**config.mk**
```make
export PLATFORM = sky130hd
export DESIGN_NAME = sha256d_nonce_scanner_flat
export DESIGN_NICKNAME = d
export VERILOG_FILES = /design/src/rtl/sha256d_nonce_scanner_if.sv /design/src/rtl/sha256d_nonce_scanner.sv /design/src/flat_wrapper.sv
export SDC_FILE = /design/constraint.sdc
export NUM_CORES = 2
export LEC_CHECK = 0
export BUFFER_PORTS_ARGS = -buffer_cell sky130_fd_sc_hd__buf_2
export CAP_MARGIN = 20
export CELL_PAD_IN_SITES_DETAIL_PLACEMENT = 0
export CELL_PAD_IN_SITES_GLOBAL_PLACEMENT = 1
export CORE_UTILIZATION = 35
export CTS_CLUSTER_SIZE = 14
export DETAILED_ROUTE_END_ITERATION = 16
export PLACE_DENSITY = 0.59
export SLEW_MARGIN = 10
export SYNTH_ARGS = -nofsm -noshare
export SYNTH_HDL_FRONTEND = slang
export SYNTH_SLANG_ARGS = --single-unit
```
**constraint.sdc**
```tcl
create_clock -name clk -period 4.55 [get_ports clk]
set_input_delay 0.455 -clock clk [delete_from_list [all_inputs] [get_ports clk]]
set_output_delay 0.455 -clock clk [all_outputs]
set_load 0.02 [all_outputs]
```
**src/rtl/sha256d_nonce_scanner_if.sv**
```systemverilog
// Word-request and control bus between the nonce scanner (master) and one sha256d_wrapper core (slave).
interface sha256d_nonce_scanner_if;
  logic         core_rst_n;
  logic         core_start;
  logic [4:0]   core_addr;
  logic         core_rq;
  logic         core_rdy;
  logic [31:0]  core_data;
  logic [255:0] core_hash;
  logic         core_done;

  modport master (
    output core_rst_n,
    output core_start,
    input  core_addr,
    input  core_rq,
    output core_rdy,
    output core_data,
    input  core_hash,
    input  core_done
  );

  modport slave (
    input  core_rst_n,
    input  core_start,
    output core_addr,
    output core_rq,
    input  core_rdy,
    input  core_data,
    output core_hash,
    output core_done
  );
endinterface

```
**src/rtl/sha256d_nonce_scanner.sv**
```systemverilog
// Nonce-search controller: holds header/target, feeds one double-SHA256 core per candidate nonce,
// and stops on a hash at or below target, on range exhaustion, or on abort.
module sha256d_nonce_scanner #(
  parameter logic [31:0] NONCE_STEP  = 32'd1,
  parameter bit          TARGET_SWAP = 1'b1
) (
  input  logic         clk,
  input  logic         rst_n,
  input  logic         cfg_we,
  input  logic [4:0]   cfg_addr,
  input  logic [31:0]  cfg_wdata,
  input  logic         go,
  input  logic         abort,
  output logic         busy,
  output logic         found,
  output logic         exhausted,
  output logic [31:0]  nonce_out,
  output logic [255:0] hash_out,
  output logic [31:0]  hashes,
  sha256d_nonce_scanner_if.master core
);

  typedef enum logic [2:0] {
    S_IDLE,
    S_PREP,
    S_LAUNCH,
    S_RUN,
    S_CHECK,
    S_ABORT
  } state_e;

  function automatic logic [31:0] bswap32(input logic [31:0] w);
    return {w[7:0], w[15:8], w[23:16], w[31:24]};
  endfunction

  function automatic logic [255:0] bswap256(input logic [255:0] v);
    logic [255:0] r;
    for (int i = 0; i < 32; i++) begin
      r[i*8 +: 8] = v[(31-i)*8 +: 8];
    end
    return r;
  endfunction

  function automatic logic [31:0] sat_inc32(input logic [31:0] v);
    return (v == 32'hFFFF_FFFF) ? v : v + 32'd1;
  endfunction

  state_e        state_q, state_d;
  logic          busy_q, busy_d;
  logic          found_q, found_d;
  logic          exhausted_q, exhausted_d;
  logic          core_rst_n_q, core_rst_n_d;
  logic [31:0]   nonce_q, nonce_d;
  logic [31:0]   nonce_out_q, nonce_out_d;
  logic [255:0]  hash_out_q, hash_out_d;
  logic [31:0]   hashes_q, hashes_d;
  logic [31:0]   header_q [0:18];
  logic [31:0]   header_d [0:18];
  logic [31:0]   nonce_start_q, nonce_start_d;
  logic [31:0]   nonce_end_q, nonce_end_d;
  logic [31:0]   target_q [0:7];
  logic [31:0]   target_d [0:7];

  logic [255:0]  target_val;
  logic [255:0]  cmp_val;
  logic [31:0]   remain;
  logic          hit;
  logic          last_attempt;
  logic          abort_act;
  logic [2:0]    tgt_idx;
  logic [31:0]   core_data_c;

  // Target register 21 holds the most significant word of the 256-bit compare value.
  always_comb begin
    target_val = '0;
    for (int i = 0; i < 8; i++) begin
      target_val[255-32*i -: 32] = target_q[i];
    end
  end

  always_comb begin
    if (TARGET_SWAP) begin
      cmp_val = bswap256(hash_out_q);
    end else begin
      cmp_val = hash_out_q;
    end
    hit          = (cmp_val <= target_val);
    remain       = nonce_end_q - nonce_q;
    last_attempt = (remain < NONCE_STEP);
    abort_act    = abort && (state_q != S_IDLE) && (state_q != S_ABORT);
  end

  always_comb begin
    state_d       = state_q;
    busy_d        = busy_q;
    found_d       = found_q;
    exhausted_d   = exhausted_q;
    nonce_d       = nonce_q;
    nonce_out_d   = nonce_out_q;
    hash_out_d    = hash_out_q;
    hashes_d      = hashes_q;
    header_d      = header_q;
    nonce_start_d = nonce_start_q;
    nonce_end_d   = nonce_end_q;
    target_d      = target_q;
    tgt_idx       = 3'(cfg_addr - 5'd21);

    // Configuration is frozen for the whole scan so every attempt hashes the same header/target.
    if (cfg_we && !busy_q) begin
      if (cfg_addr < 5'd19) begin
        header_d[cfg_addr] = cfg_wdata;
      end else if (cfg_addr == 5'd19) begin
        nonce_start_d = cfg_wdata;
      end else if (cfg_addr == 5'd20) begin
        nonce_end_d = cfg_wdata;
      end else if (cfg_addr <= 5'd28) begin
        target_d[tgt_idx] = cfg_wdata;
      end
    end

    unique case (state_q)
      S_IDLE: begin
        if (go) begin
          found_d     = 1'b0;
          exhausted_d = 1'b0;
          hashes_d    = '0;
          nonce_d     = nonce_start_q;
          busy_d      = 1'b1;
          state_d     = S_PREP;
        end
      end
      S_PREP: begin
        state_d = S_LAUNCH;
      end
      S_LAUNCH: begin
        state_d = S_RUN;
      end
      S_RUN: begin
        if (core.core_done) begin
          hash_out_d  = core.core_hash;
          nonce_out_d = nonce_q;
          state_d     = S_CHECK;
        end
      end
      S_CHECK: begin
        hashes_d = sat_inc32(hashes_q);
        if (hit) begin
          found_d = 1'b1;
          busy_d  = 1'b0;
          state_d = S_IDLE;
        end else if (last_attempt) begin
          exhausted_d = 1'b1;
          busy_d      = 1'b0;
          state_d     = S_IDLE;
        end else begin
          nonce_d = nonce_q + NONCE_STEP;
          state_d = S_PREP;
        end
      end
      S_ABORT: begin
        busy_d  = 1'b0;
        state_d = S_IDLE;
      end
      default: begin
        state_d = S_IDLE;
      end
    endcase

    // Abort overrides everything, including a hit being judged in CHECK.
    if (abort_act) begin
      state_d     = S_ABORT;
      busy_d      = 1'b1;
      found_d     = found_q;
      exhausted_d = exhausted_q;
      nonce_d     = nonce_q;
      nonce_out_d = nonce_out_q;
      hash_out_d  = hash_out_q;
      hashes_d    = hashes_q;
    end

    core_rst_n_d = !((state_d == S_PREP) || (state_d == S_ABORT));
  end

  always_ff @(posedge clk or negedge rst_n) begin
    if (!rst_n) begin
      state_q       <= S_IDLE;
      busy_q        <= 1'b0;
      found_q       <= 1'b0;
      exhausted_q   <= 1'b0;
      core_rst_n_q  <= 1'b0;
      nonce_q       <= '0;
      nonce_out_q   <= '0;
      hash_out_q    <= '0;
      hashes_q      <= '0;
      nonce_start_q <= '0;
      nonce_end_q   <= '0;
      for (int i = 0; i < 19; i++) begin
        header_q[i] <= '0;
      end
      for (int i = 0; i < 8; i++) begin
        target_q[i] <= '0;
      end
    end else begin
      state_q       <= state_d;
      busy_q        <= busy_d;
      found_q       <= found_d;
      exhausted_q   <= exhausted_d;
      core_rst_n_q  <= core_rst_n_d;
      nonce_q       <= nonce_d;
      nonce_out_q   <= nonce_out_d;
      hash_out_q    <= hash_out_d;
      hashes_q      <= hashes_d;
      nonce_start_q <= nonce_start_d;
      nonce_end_q   <= nonce_end_d;
      header_q      <= header_d;
      target_q      <= target_d;
    end
  end

  // Word 19 is the nonce, presented little-endian as it sits in the serialized header.
  always_comb begin
    core_data_c = '0;
    if (state_q == S_RUN) begin
      if (core.core_addr < 5'd19) begin
        core_data_c = header_q[core.core_addr];
      end else if (core.core_addr == 5'd19) begin
        core_data_c = bswap32(nonce_q);
      end
    end
  end

  assign core.core_data  = core_data_c;
  assign core.core_rdy   = core.core_rq && (state_q == S_RUN);
  assign core.core_start = (state_q == S_LAUNCH);
  assign core.core_rst_n = core_rst_n_q;

  assign busy      = busy_q;
  assign found     = found_q;
  assign exhausted = exhausted_q;
  assign nonce_out = nonce_out_q;
  assign hash_out  = hash_out_q;
  assign hashes    = hashes_q;

endmodule

```
**src/flat_wrapper.sv**
```systemverilog
// flat-port wrapper written by rule: the top's interface ports become plain ports
module sha256d_nonce_scanner_flat 
#(
  parameter logic [31:0] NONCE_STEP  = 32'd1,
  parameter bit          TARGET_SWAP = 1'b1
)
  (clk, rst_n, cfg_we, cfg_addr, cfg_wdata, go, abort, busy, found, exhausted, nonce_out, hash_out, hashes, core_core_rst_n, core_core_start, core_core_addr, core_core_rq, core_core_rdy, core_core_data, core_core_hash, core_core_done);
  sha256d_nonce_scanner_if core_i ();
  input  logic clk;
  input  logic rst_n;
  input  logic cfg_we;
  input  logic [4:0] cfg_addr;
  input  logic [31:0] cfg_wdata;
  input  logic go;
  input  logic abort;
  output logic busy;
  output logic found;
  output logic exhausted;
  output logic [31:0] nonce_out;
  output logic [255:0] hash_out;
  output logic [31:0] hashes;
  output wire logic [$bits(core_i.core_rst_n)-1:0] core_core_rst_n;
  output wire logic [$bits(core_i.core_start)-1:0] core_core_start;
  input wire logic [$bits(core_i.core_addr)-1:0] core_core_addr;
  input wire logic [$bits(core_i.core_rq)-1:0] core_core_rq;
  output wire logic [$bits(core_i.core_rdy)-1:0] core_core_rdy;
  output wire logic [$bits(core_i.core_data)-1:0] core_core_data;
  input wire logic [$bits(core_i.core_hash)-1:0] core_core_hash;
  input wire logic [$bits(core_i.core_done)-1:0] core_core_done;
  assign core_core_rst_n = core_i.core_rst_n;
  assign core_core_start = core_i.core_start;
  assign core_i.core_addr = core_core_addr;
  assign core_i.core_rq = core_core_rq;
  assign core_core_rdy = core_i.core_rdy;
  assign core_core_data = core_i.core_data;
  assign core_i.core_hash = core_core_hash;
  assign core_i.core_done = core_core_done;
  sha256d_nonce_scanner #(.NONCE_STEP(NONCE_STEP), .TARGET_SWAP(TARGET_SWAP)) u_core (.clk(clk), .rst_n(rst_n), .cfg_we(cfg_we), .cfg_addr(cfg_addr), .cfg_wdata(cfg_wdata), .go(go), .abort(abort), .busy(busy), .found(found), .exhausted(exhausted), .nonce_out(nonce_out), .hash_out(hash_out), .hashes(hashes), .core(core_i));
endmodule
```
After elaboration in Yosys (flattened, before gate mapping)
Index checks and enable logic that the tools add are counted.
{ "word_totals": {"ramBits": 0, "regBits": 1287, "elab_cells": 138, "latchBits": 0, "romBits": 0, "memories": 0} }
{ "classes": {"n_addsub": 4, "n_lt_le_gt_ge": 10, "n_eq_ne": 20, "n_reduce_logical": 23, "shifts": 0, "mul": 0, "div_mod_pow": 0, "bitwise_logic": 7, "muxes": 36} }
{ "op_table": {"columns": ["operator", "n"], "rows": [
  ["$bwmux 608", 1],
  ["$mux 32", 12],
  ["$bwmux 256", 1],
  ["$le 256x256->1", 1],
  ["$bmux 32 s5", 1],
  ["$demux 32 s5", 1],
  ["$pmux 32 s2", 2],
  ["$demux 32 s3", 1],
  ["$add 32x1->32 const B", 2],
  ["$eq 32x32->1 const B", 1],
  ["$lt 32x1->1 const B", 1],
  ["$sub 32x32->32", 1],
  ["$eq 5x5->1 const B", 3],
  ["$pmux 3 s5", 1],
  ["$reduce_and 5->1", 3],
  ["$ge 6x6->1 const B", 2],
  ["$mux 3", 4],
  ["$not 5->6", 2],
  ["$reduce_and 4->1", 3],
  ["$lt 5x5->1 const B", 2],
  ["$eq 3x3->1 const B", 3],
  ["$mux 1", 9],
  ["$reduce_and 3->1", 3],
  ["$ne 2x2->1 const B", 4],
  ["other kinds (23)", 36]
]} }

Depth between registers and ports, before layout
{ "depth": {"ltp_word": 9, "ltp_mapped": 17, "mapped_depth_nobuf": 15} }

Least setup slack after synthesis
No wires, ideal clock.
{ "synth_timing": {"path_type": "reg2reg", "from": "reg u_core.nonce_q[0]", "to": "reg u_core.nonce_q[2]", "setup_time_ns": 0.121, "t_arrival_ns": 3.850, "path_stages_with_launch": 16, "path_buffers": 2, "path_slack_ns": 0.580, "required_time_ns": 4.429, "cell_sequence": "dfrtp_1 ha_1 inv_1 fa_1 a21o_1 a221oi_4 nor3_1 nor4_1 mux2_2 or4_1 a2111oi_2 nand4_1 a31o_1 buf_6 buf_6 a22o_1"} }
{ "synth_via": {"elab_chain_len": 4} }
{ "synth_rtl": {"columns": ["element", "line", "source"], "rows": [
  ["from (decl)", "sha256d_nonce_scanner.sv:53", "logic [31:0] nonce_q, nonce_d;"],
  ["from (signal assigned)", "sha256d_nonce_scanner.sv:209", "nonce_q <= nonce_d;"],
  ["$sub 32x32->32 / $add 32x1->32 (equally long branches)", "sha256d_nonce_scanner.sv:88, sha256d_nonce_scanner.sv:156", null],
  ["$lt 32x1->1 / $mux 32 (equally long branches)", "sha256d_nonce_scanner.sv:89, sha256d_nonce_scanner.sv:151", null],
  ["$ne 2x2->1 (no line) / $mux 32 (equally long branches)", null, null],
  ["$reduce_and 5->1 (no line) / $pmux 32 s2 (equally long branches)", null, null]
]} }
Several ways; a longest one is shown, not always the timed one. The select of a mux whose other input is x is not followed.
A chain may end at the register's enable or synchronous reset.

Worst setup path in the final report
{ "layout_timing": {"from": "reg u_core.nonce_end_q[0]", "to": "reg u_core.nonce_q[29]"} }
{ "layout_via": {"elab_chain_len": 4} }
{ "layout_rtl": {"columns": ["element", "line", "source"], "rows": [
  ["from (decl)", "sha256d_nonce_scanner.sv:60", "logic [31:0] nonce_end_q, nonce_end_d;"],
  ["from (signal assigned)", "sha256d_nonce_scanner.sv:214", "nonce_end_q <= nonce_end_d;"],
  ["$sub 32x32->32", "sha256d_nonce_scanner.sv:88", "remain = nonce_end_q - nonce_q;"],
  ["$lt 32x1->1", "sha256d_nonce_scanner.sv:89", "last_attempt = (remain < NONCE_STEP);"],
  ["$ne 2x2->1 (no line)", null, null],
  ["$reduce_and 5->1 (no line)", null, null]
]} }
No other way between the ends.

==> flow_metrics.py <==
metrics = {
    "status": {
        "outcome": "complete, no violations",
    },
    "layout": {
        "regArea_um2": 32210,
        "syn_to_final_growth_pct": 23.29,
        "drive_above_1_share": 0.4090,
        "nFillCells": 16484,
        "multiInputGateArea_um2": 27890,
        "fin_util": 0.4358,
        "stdcell_area_um2": 77000,
        "fin_cells": 8266,
        "fin_nets": 6382,
    },
    "placement": {
        "hpwl_um": 136800,
        "dpl.cell_count": 7708,
        "gp_congestion": 0.8794,
        "port_buffers": 662,
        "dp_worst_setup_slack_ns": -0.2516,
        "placed_cell_area_um2": 69020,
    },
    "job": {
        "cap_viol_max_count": 0,
    },
    "setup_path": {
        "critPathCaptureType": "flop",
        "cp-start-kind": "flop",
        "critPathKind": "flop to flop",
        "crit_fanout": 64,
        "worstPathRequired_ns": 5.20,
        "arrival_ns": 4.94,
    },
    "timing": {
        "fin_crit_sh": 0.9424,
        "layout_min_cycle_time_ns": 4.288,
        "setup_viol": 0,
        "max_freq_mhz": 233.2,
        "hold_viol": 0,
        "slew_headroom": 0.2221,
        "setup_slack_ns": 0.2619,
        "worstMarginPinSlew_ns": 1.167,
        "skew_ns": 0.03246,
        "whs_ns": 0.1011,
        "fin_setup_tns_ns": 0,
        "drv_slew": 0,
    },
    "power": {
        "pwr-share-comb": 0.344,
        "power.leakage_nw": 37.15,
        "p_int_mw": 29.38,
        "power_per_cell_area_nw_per_um2": 596.2,
        "p_sw_mw": 16.52,
        "p_total_mw": 45.91,
        "pwr-share-seq": 0.376,
        "swShare": 0.3599,
        "pwr-share-clk": 0.280,
        "vdd_drop_max_uv": 372.3,
    },
    "cts": {
        "cts_max_level": 4,
        "cts_buffers": 153,
        "cts_sinks": 1287,
        "cts_buffer_depth": 3,
        "clkTransAtPathRegs_ns": 0.05,
        "cts_tree": "built",
        "clock_tree.root_cell": "clkbuf_16",
        "worstSkewPairLatency_ns": 0.80,
    },
    "floorplan": {
        "rows": 154,
        "core_um2": 176700,
        "dieArea_um2": 180100,
        "initial_core_util": 0.3534,
        "ios": 663,
        "die_w_um": 424.4,
        "fp.dieH_um": 424.4,
    },
    "synthesis": {
        "ys_seq_area_frac": 0.5157,
        "synth_nets": 5473,
        "synth_edf_count": 0,
        "synthTopCellsByArea": "dfrtp_1 52%, mux2_2 21%, ha_1 5.9%",
        "yosys.area.top_type": "dfrtp_1",
        "synth_flop_cell": "dfrtp_1",
        "synth_top_area_frac": 0.5157,
        "synth_cells": 4873,
        "synth_seq_cells": 1287,
        "syn-mean-instance-area_um2": 12.82,
        "synth.distinct_cells": 70,
        "syn-cell-area_um2": 62450,
        "ys_warn_count": 0,
        "async_reset_ff_frac": 1.000,
    },
    "drt": {
        "via_per_inst": 5.192,
        "drt-initial-drc-count": 2727,
        "drc": 0,
        "routed-via-count": 42916,
        "ant_nets": 0,
        "wl_per_cell_um": 24.86,
        "wirelength_um": 205500,
        "firstDrtPassIters": 6,
    },
    "worst_hold_path": {
        "hold_class": "input port to flop",
    },
    "grt": {
        "overflow": 0,
        "grt_max_degree": 135,
        "antenna_found_initial": 29,
        "grt_pass1_wl_um": 304000,
        "grt_pass1_vias": 44854,
        "track_usage": 0.2282,
    },
}
-- area by class of cell --
type | instances | area share
antenna | 17 | 0.0005525
clock buffer | 235 | 0.05987
clock inverter | 47 | 0.009116
inverter | 314 | 0.01531
multi-input combinational | 2946 | 0.3622
sequential | 1287 | 0.4183
tap | 2340 | 0.03803
timing repair buffer | 1080 | 0.09664
-- layout by cell type (no fill, tap or decap), types with 15 or more instances in the layout --
cell type / n
nor2_1: 137
nand4_1: 68
clkbuf_1: 37
ha_1: 294
a211oi_1: 20
clkbuf_16: 155
clkinv_2: 17
nor4_1: 18
dlygate4sd3_1: 258
buf_2: 659
a21o_1: 34
diode_2: 17
mux2i_1: 37
mux4_2: 160
nand2_1: 290
inv_1: 314
buf_4: 135
buf_12: 26
a222oi_1: 32
nor3_1: 23
xor2_1: 30
nand3_1: 50
clkbuf_8: 43
o22ai_1: 16
o21ai_0: 190
dfrtp_1: 1287
and3_1: 15
mux2_2: 1152
a21oi_1: 176
-- worst max-delay path, cell delays in order, from the launching register on --
cell       delay [ns]
dfrtp_1          0.35
inv_1            0.07
ha_1             0.20
inv_1            0.07
fa_1             0.40
a21o_1           0.25
a221oi_4         0.26
nor3_1           0.09
nor4_1           0.24
mux2_2           0.39
or4_1            0.52
a2111oi_2        0.30
nand4_1          0.20
a31o_2           0.30
buf_12           0.17
a21oi_1          0.21
a21oi_1          0.06
-- flip-flops by register name (all words and copies together), names as in the netlist --
signal                  cells
u_core.busy                 1
u_core.core.core_rst_n      1
u_core.exhausted            1
u_core.found                1
u_core.hash_out           256
u_core.hashes              32
u_core.header_q           608
u_core.nonce_end_q         32
u_core.nonce_out           32
u_core.nonce_q             32
u_core.nonce_start_q       32
u_core.state_q              3
u_core.target_q           256
-- path summary, 6_finish.rpt --
| path | start | to | slack, ns | cells after the start |
|---|---|---|---|---|
| worst max-delay path | u_core.nonce_end_q[0] | u_core.nonce_q[29] | 0.26 | 16 |
| worst min-delay path | core_core_done | u_core.state_q[1] | 0.10 | 3 |
| worst max register to register | u_core.nonce_end_q[0] | u_core.nonce_q[29] | 0.26 | 16 |
| worst min register to register | u_core.header_q[381] | u_core.header_q[381] | 0.50 | 1 |
| max in group asynchronous | rst_n | u_core.header_q[322] | 2.95 | 3 |
| min in group asynchronous | rst_n | u_core.hash_out[176] | 0.22 | 2 |
-- repair_timing --
item                                    4_1_cts  5_1_grt
gates resized for setup                       2        4
pin swaps                                     0        2
endpoints found under the setup margin       32       31
hold buffers                                258        0
hold endpoints to repair                    350        0
buffers inserted                              0        1
-- routing by layer --
metal | up-vias | global-route usage | part of all wire
met3 | 273 | 0.03158 | 0.043
li1 | 19415 | - | -
met5 | - | 0 | 0.000063
met2 | 1025 | 0.3899 | 0.49
met4 | 2 | 0.07377 | 0.031
met1 | 22201 | 0.2974 | 0.43
-- synthesized netlist by cell type (all sizes together), types with 68 or more instances --
cell type	number
dfrtp	1287
mux2	1152
inv	314
ha	294
nand2	293
clkbuf	223
o21ai	190
a21oi	179
mux4	160
nor2	138
buf	103
nand4	68
-- logic make-up (layout without fill, tap and decap cells) --
group,Yosys count,count (layout),synth area share
AO/OA/AOI/OAI,583,583,0.05852
XOR/XNOR,44,44,0.006171
adder cells (fa/ha/maj),295,295,0.05923
buffers and inverters,640,1676,0.03943
flip-flops,1287,1287,0.5157
multiplexers,1349,1349,0.2714
other,0,17,0
AND/OR/NAND/NOR,675,675,0.04957
-- power groups by stage --
stage | clock, mW | sequential [mW] | combinational [mW]
5_1_grt | 13.7 | 17.7 | 17.4
2_1_floorplan | 0 | 18.1 | 8.91
3_5_place_dp | 0 | 17.5 | 15.6
6_report | 12.9 | 17.3 | 15.8
3_3_place_gp | 0 | 17.4 | 15.5
4_1_cts | 13.2 | 17.3 | 15.9
Note: power is estimated with default switching activity, not from simulation.
